===== src/rtl/apb_burst_reader.sv =====
// APB burst reader: issues up to seven consecutive APB reads starting at a
// register index and hands each beat to a valid/ready consumer before the next.
module apb_burst_reader #(
   parameter int unsigned TIMEOUT = 16
) (
   input  logic        pclk,
   input  logic        presetn,
   input  logic        start,
   input  logic [7:0]  start_addr,
   input  logic [2:0]  start_len,
   output logic        busy,
   output logic        done,
   output logic        err_slv,
   output logic        err_tmo,
   output logic [31:0] paddr,
   output logic        psel,
   output logic        penable,
   input  logic        pready,
   input  logic        pslverr,
   input  logic [31:0] prdata,
   output logic        out_valid,
   input  logic        out_ready,
   output logic [31:0] out_data,
   output logic        out_err
);

   localparam int unsigned ADDR_W = 32;
   localparam int unsigned DATA_W = 32;
   localparam int unsigned IDX_W  = 8;
   localparam int unsigned LEN_W  = 3;
   localparam int unsigned CNT_W  = 8;

   typedef enum logic [1:0] {
      IDLE   = 2'd0,
      SETUP  = 2'd1,
      ACCESS = 2'd2,
      OUT    = 2'd3
   } state_t;

   state_t              state_q, state_d;
   logic [IDX_W-1:0]    idx_q, idx_d;
   logic [LEN_W-1:0]    rem_q, rem_d;
   logic [CNT_W-1:0]    wcnt_q, wcnt_d;
   logic                psel_q, psel_d;
   logic                penable_q, penable_d;
   logic [ADDR_W-1:0]   paddr_q, paddr_d;
   logic                busy_q, busy_d;
   logic                done_q, done_d;
   logic                err_slv_q, err_slv_d;
   logic                err_tmo_q, err_tmo_d;
   logic                out_valid_q, out_valid_d;
   logic [DATA_W-1:0]   out_data_q, out_data_d;
   logic                out_err_q, out_err_d;

   // Next-state and registered-output computation; outputs derive from state_d.
   always_comb begin
      state_d     = state_q;
      idx_d       = idx_q;
      rem_d       = rem_q;
      wcnt_d      = wcnt_q;
      err_slv_d   = err_slv_q;
      err_tmo_d   = err_tmo_q;
      out_data_d  = out_data_q;
      out_err_d   = out_err_q;
      done_d      = 1'b0;

      case (state_q)
         IDLE: begin
            if (start) begin
               idx_d     = start_addr;
               rem_d     = start_len;
               err_slv_d = 1'b0;
               err_tmo_d = 1'b0;
               if (start_len != LEN_W'(0)) begin
                  state_d = SETUP;
               end else begin
                  done_d = 1'b1;
               end
            end
         end
         SETUP: begin
            wcnt_d  = CNT_W'(0);
            state_d = ACCESS;
         end
         ACCESS: begin
            if (pready) begin
               out_data_d = prdata;
               out_err_d  = pslverr;
               state_d    = OUT;
            end else if (wcnt_q == CNT_W'(TIMEOUT - 1)) begin
               err_tmo_d = 1'b1;
               done_d    = 1'b1;
               state_d   = IDLE;
            end else begin
               wcnt_d = wcnt_q + CNT_W'(1);
            end
         end
         OUT: begin
            if (out_ready) begin
               rem_d = rem_q - LEN_W'(1);
               idx_d = idx_q + IDX_W'(1);
               if (out_err_q) begin
                  err_slv_d = 1'b1;
                  done_d    = 1'b1;
                  state_d   = IDLE;
               end else if (rem_q == LEN_W'(1)) begin
                  done_d  = 1'b1;
                  state_d = IDLE;
               end else begin
                  state_d = SETUP;
               end
            end
         end
         default: state_d = IDLE;
      endcase

      psel_d      = (state_d == SETUP) || (state_d == ACCESS);
      penable_d   = (state_d == ACCESS);
      busy_d      = (state_d != IDLE);
      out_valid_d = (state_d == OUT);
      paddr_d     = {{(ADDR_W - IDX_W){1'b0}}, idx_d};
   end

   // State and output registers with synchronous active-low reset.
   always_ff @(posedge pclk) begin
      if (!presetn) begin
         state_q     <= IDLE;
         idx_q       <= '0;
         rem_q       <= '0;
         wcnt_q      <= '0;
         psel_q      <= 1'b0;
         penable_q   <= 1'b0;
         paddr_q     <= '0;
         busy_q      <= 1'b0;
         done_q      <= 1'b0;
         err_slv_q   <= 1'b0;
         err_tmo_q   <= 1'b0;
         out_valid_q <= 1'b0;
         out_data_q  <= '0;
         out_err_q   <= 1'b0;
      end else begin
         state_q     <= state_d;
         idx_q       <= idx_d;
         rem_q       <= rem_d;
         wcnt_q      <= wcnt_d;
         psel_q      <= psel_d;
         penable_q   <= penable_d;
         paddr_q     <= paddr_d;
         busy_q      <= busy_d;
         done_q      <= done_d;
         err_slv_q   <= err_slv_d;
         err_tmo_q   <= err_tmo_d;
         out_valid_q <= out_valid_d;
         out_data_q  <= out_data_d;
         out_err_q   <= out_err_d;
      end
   end

   assign busy      = busy_q;
   assign done      = done_q;
   assign err_slv   = err_slv_q;
   assign err_tmo   = err_tmo_q;
   assign paddr     = paddr_q;
   assign psel      = psel_q;
   assign penable   = penable_q;
   assign out_valid = out_valid_q;
   assign out_data  = out_data_q;
   assign out_err   = out_err_q;

endmodule

===== config.mk =====
export PLATFORM = sky130hd
export DESIGN_NAME = apb_burst_reader
export DESIGN_NICKNAME = d
export VERILOG_FILES = /design/src/rtl/apb_burst_reader.sv
export SDC_FILE = /design/constraint.sdc
export NUM_CORES = 1
export LEC_CHECK = 0
export ABC_AREA = 1
export CELL_PAD_IN_SITES_DETAIL_PLACEMENT = 1
export CELL_PAD_IN_SITES_GLOBAL_PLACEMENT = 1
export CORE_ASPECT_RATIO = 1.1
export CORE_MARGIN = 5
export CORE_UTILIZATION = 29
export CTS_CLUSTER_DIAMETER = 40
export CTS_CLUSTER_SIZE = 14
export DETAILED_ROUTE_END_ITERATION = 7
export GPL_ROUTABILITY_DRIVEN = 1
export PLACE_DENSITY_LB_ADDON = 0.1
export SYNTH_ARGS = -nofsm -noshare
export SYNTH_HDL_FRONTEND = slang
export SYNTH_SLANG_ARGS = --single-unit

===== constraint.sdc =====
create_clock -name pclk -period 1.8 [get_ports pclk]
set_clock_uncertainty 0.1 [all_clocks]
set_input_delay 0.27 -clock pclk [delete_from_list [all_inputs] [get_ports pclk]]
set_output_delay 0.27 -clock pclk [all_outputs]
set_load 0.005 [all_outputs]

; ---- After elaboration in Yosys (flattened, before gate mapping)
; Index checks and enable logic that the tools add are counted.
[totals]
elab_cells = 75
out_inout_bits = 72
regBits = 85
inputBits = 49
[classes]
eq_ne = 14
reduce_logical = 12
mux = 32
addsub = 3
[ops]
columns = cell, count
row1 = $mux W8, 4
row2 = $pmux W8 S2, 2
row3 = $add A8 B1 Y8 const B, 2
row4 = $mux W1, 14
row5 = $ne A2 B2 Y1 const B, 6
row6 = $mux W2, 5
row7 = $eq A2 B2 Y1 const B, 4
row8 = $eq A8 B4 Y1 const B, 1
row9 = $pmux W2 S4, 1
row10 = $reduce_and A4 Y1, 2
row11 = $reduce_bool A2 Y1, 4
row12 = $mux W3, 2
row13 = $pmux W3 S2, 1
row14 = $reduce_and A3 Y1, 2
row15 = $eq A2 B1 Y1 const B, 2
row16 = $pmux W1 S2, 2
row17 = $eq A3 B1 Y1 const B, 1
row18 = $pmux W1 S3, 1
row19 = $reduce_bool A3 Y1, 1
row20 = $sub A3 B1 Y3 const B, 1
row21 = $logic_not A2 Y1, 1
row22 = $reduce_and A2 Y1, 1
row23 = $logic_or A1 B1 Y1, 1

; ---- Longest topological paths before layout
[logic_depth]
depth_word = 7
ltp_mapped = 12

; ---- Worst setup path after synthesis
; OpenSTA, ideal clock, no wires.
[synth_timing]
path_kind = register to register
startpoint = register wcnt_q[0]
endpoint = register psel_q, in the netlist psel
slack_ns = 0.167
stages_incl_launch_ff = 13
n_path_buf = 0
arrival_time_ns = 1.424
cell_sequence = dfxtp_1 ha_1 nand2_1 inv_1 nand2_1 nor2_1 nand2_1 nor2_1 nor2_1 inv_1 ha_1 nand2_1 inv_1
[synth_between]
elab_chain_len = 6
elab_cells_between_ends = 7
cone_classes = 3 x eq/ne / 3 x mux / 1 x reduce/logical
[synth_rtl]
columns = item, line_no
row1 = start: declaration, 43  ; logic [CNT_W-1:0] wcnt_q, wcnt_d;
row2 = start signal: assignment, 145  ; wcnt_q <= wcnt_d;
row3 = $eq A8 B4 Y1 *, 90  ; end else if (wcnt_q == CNT_W'(TIMEOUT - 1)) begin
row4 = $mux W2 *, 90
row5 = $mux W2 *, 86  ; if (pready) begin
row6 = $pmux W2 S4 *, 67  ; case (state_q)
row7 = named net state_d[1], 40  ; state_t state_q, state_d;
row8 = $eq A2 B1 Y1 / $eq A2 B2 Y1 (equally long branches), 117  ; psel_d = (state_d == SETUP) || (state_d == ACCESS);
row9 = $logic_or A1 B1 Y1 *, 117
row10 = named net psel_d, 44  ; logic psel_q, psel_d;
row11 = end signal: assignment, 146  ; psel_q <= psel_d;
row12 = end: declaration, 44
; The timed path passes the listed nets; every way through them passes the cells marked *.
; A chain may end at the register's enable or synchronous reset.

; ---- Worst setup path in the final report
[layout_timing]
startpoint = register wcnt_q[1]
endpoint = register psel_q, in the netlist psel
; The elaborated chain is that of the path after synthesis.

==> impl_metrics.yaml <==
setup_path:
  r2r_setup_slack_ns: 0.1
  start_kind: "flip-flop"
  worst-setup-path-type: "flip-flop to flip-flop"
  endpoint_kind: "flip-flop"
  cp_max_fo: 3
  r2r_cells: 12
  critPathRequiredTime_ns: 1.94
  crit_arrival_ns: 1.84
floorplan:
  core.rowCount: 38
  die_w_um: 104.5
  core_um2: 9747
  die_h_um: 113.9
  start_util_pct: 29.20
  dieArea_um2: 11900
  io-pin-count: 121
sta:
  clock.fmax_mhz: 586.9
  fin_crit_ns: 1.704
  maxSlewViolCount: 0
  final-hold-violation-count: 0
  setup_viol: 0
  setup_ws_ns: 0.09611
  holdWs_ns: 0.3903
  finalCritPeriodShare_pct: 94.66
finish:
  fin_nets: 574
  final_layout_size_suffix_gt1_share_pct: 13.77
  syn_to_final_growth_pct: 51.65
  finalCoreUtilization_pct: 44.29
  n_fill_cell: 1219
  antenna_cells: 0
route:
  dr_total_vias: 2883
  antenna_left: 0
  drc: 0
  firstDrtPassIters: 4
  avgViaCountPerCell: 4.484
  first_iter_violations: 66
  routed_wl_mm: 8.881
  wl_per_cell_um: 13.81
yosys:
  synth_edf_count: 0
  synthArstFlopShare_pct: 0
  synth_cells: 395
  synth_flop_cell: "dfxtp_1"
  synth_area_um2: 2846
  ys_ff_latch: 61
  synth_commonest_cells: "98 x nor2_1, 61 x dfxtp_1, 60 x nand2_1"
  ys.warnings.count: 0
  avgSynthCellArea_um2: 7.206
  synth_cell_types: 31
  synth_top_area_share_pct: 42.90
  synth_area_leader_cell: "dfxtp_1"
  synth.most_common_cell: "nor2_1"
  yosysSeqAreaShare_pct: 42.90
  synth_area_leaders: "dfxtp_1 43%, nor2_1 13%, nand2_1 7.9%, o21ai_0 6.7%, buf_4 6.6%"
pwr:
  vdd_drop_max_mv: 0.4174
  power_mw: 3.691
  p_leak_nw: 1.843
  power_density_nw_per_um2: 855.0
global_routing:
  grt_pass1_vias: 3046
  grt_usage_pct: 14.99
  overflow: 0
  grt_start_max_net_pins: 29
  antenna_found_initial: 0
  grt_pass1_wl_mm: 14.48
clocking:
  h-tree-depth: 3
  cts_tree: "done"
  cts_buffers: 9
  clk_latency_ns: 0.35
  clock-sinks: 61
  clk_transition_reported_paths_ns: 0.07
  root_buffer: "clkbuf_8"
  cts_buffer_depth: 2
run:
  max_cap_violations: 0
placement:
  hpwl_mm: 6.539
  gp_congestion: 0.7583
  port_buffers: 96
  dp_slack_ns: -0.1133
outcome:
  outcome: "complete, no violations"
hold_path:
  min_delay_path_depth: 2
  hold_path_class: "flip-flop to flip-flop"
[power breakdown]
group | switching [mW] | internal, mW | total, mW
clock | 0.556 | 0.957 | 1.51
sequential | 0.0643 | 1.44 | 1.51
combinational | 0.305 | 0.366 | 0.671
[worst max-delay path, stage by stage (launching register included)]
cell and delay (ns):
dfxtp_2 0.36, ha_4 0.14, nand2_1 0.07, inv_2 0.07
nand2_2 0.07, nor2_4 0.13, nand2_1 0.07, nor2_2 0.13
nor2_2 0.06, inv_1 0.07, ha_1 0.23, nand2_1 0.07
inv_1 0.04
[logic make-up after synthesis]
group           after synthesis  share of synthesized area [%]
flops                        61                          42.90
other cells                   1                         0.1317
buf+inv                      67                          12.79
xor+xnor                      4                          1.231
fa+ha+maj                     7                          3.077
simple gates                185                          27.08
compound gates               70                          12.79
[path summary, 6_finish.rpt]
| kind | start | to |
|---|---|---|
| worst max register to register | wcnt_q[1] | psel |
| worst min register to register | err_tmo | err_tmo |
| worst min-delay path | err_tmo | err_tmo |
| worst max-delay path | wcnt_q[1] | psel |
[sequential cells by signal (all words and copies together) (netlist names)]
name,count
out_data,32
paddr,8
wcnt_q,8
rem_q,3
state_q,2
busy,1
done,1
err_slv,1
err_tmo,1
out_err,1
out_valid,1
penable,1
psel,1
[per-stage QoR]
stage	std cells	instance area (µm²)	TNS (ns)
floorplan	418	2933	0
global placement	622	4001	-0.1197
detailed placement	622	4001	-0.4378
CTS	638	4242	0
global route	643	4317	-0.06803
finish	643	4317	0
[cells in the final DEF (no fill, tap or decap)]
cell type and instances:
ha_4 1, nor2_4 3, inv_1 21, nand2_1 59
nand2_2 3, nand2_4 2, a31oi_1 5, nand3_2 1
o21ai_0 38, nand3_1 10, dfxtp_2 3, ha_1 5
buf_4 31, o21a_1 1, nand3b_1 1, clkbuf_1 2
ha_2 1, or2_2 1, o21ai_2 1, nor2_2 3
nor2_1 95, clkbuf_8 10, nand4_1 4, a211oi_1 2
clkinv_2 2, nor3_1 3, conb_1 24, dfxtp_1 58
xnor2_1 1, a21oi_1 16, xor2_1 3, bufinv_16 3
inv_2 6, o21ai_1 7, clkdlybuf4s50_1 96, buf_12 1
[routing by layer]
metal | up-vias | part of all wire [%] | track usage, %
met1 | 1333 | 42 | 16.24
li1 | 1454 | - | -
met3 | 11 | 7.7 | 5.659
met2 | 85 | 49 | 25.90
met4 | 0 | 1.5 | 6.908
met5 | - | 0 | 0
[area by class of cell]
type,instances,area (µm²),share of cell area (%)
multi-input cells,290,1381,32.00
repair buffers,128,1214,28.12
inverters,28,106.4,2.464
clock inverters,4,95.09,2.203
flip-flops and latches,61,1225,28.38
well taps,120,150.1,3.478
clock buffers,12,145.1,3.362
[timing repair]
action                     4_1_cts  5_1_grt
hold buffers                     0        0
gates resized for setup          0       14
setup endpoints to repair        0        5
setup buffers                    0        5
Note: power is estimated with default switching activity, not from simulation.
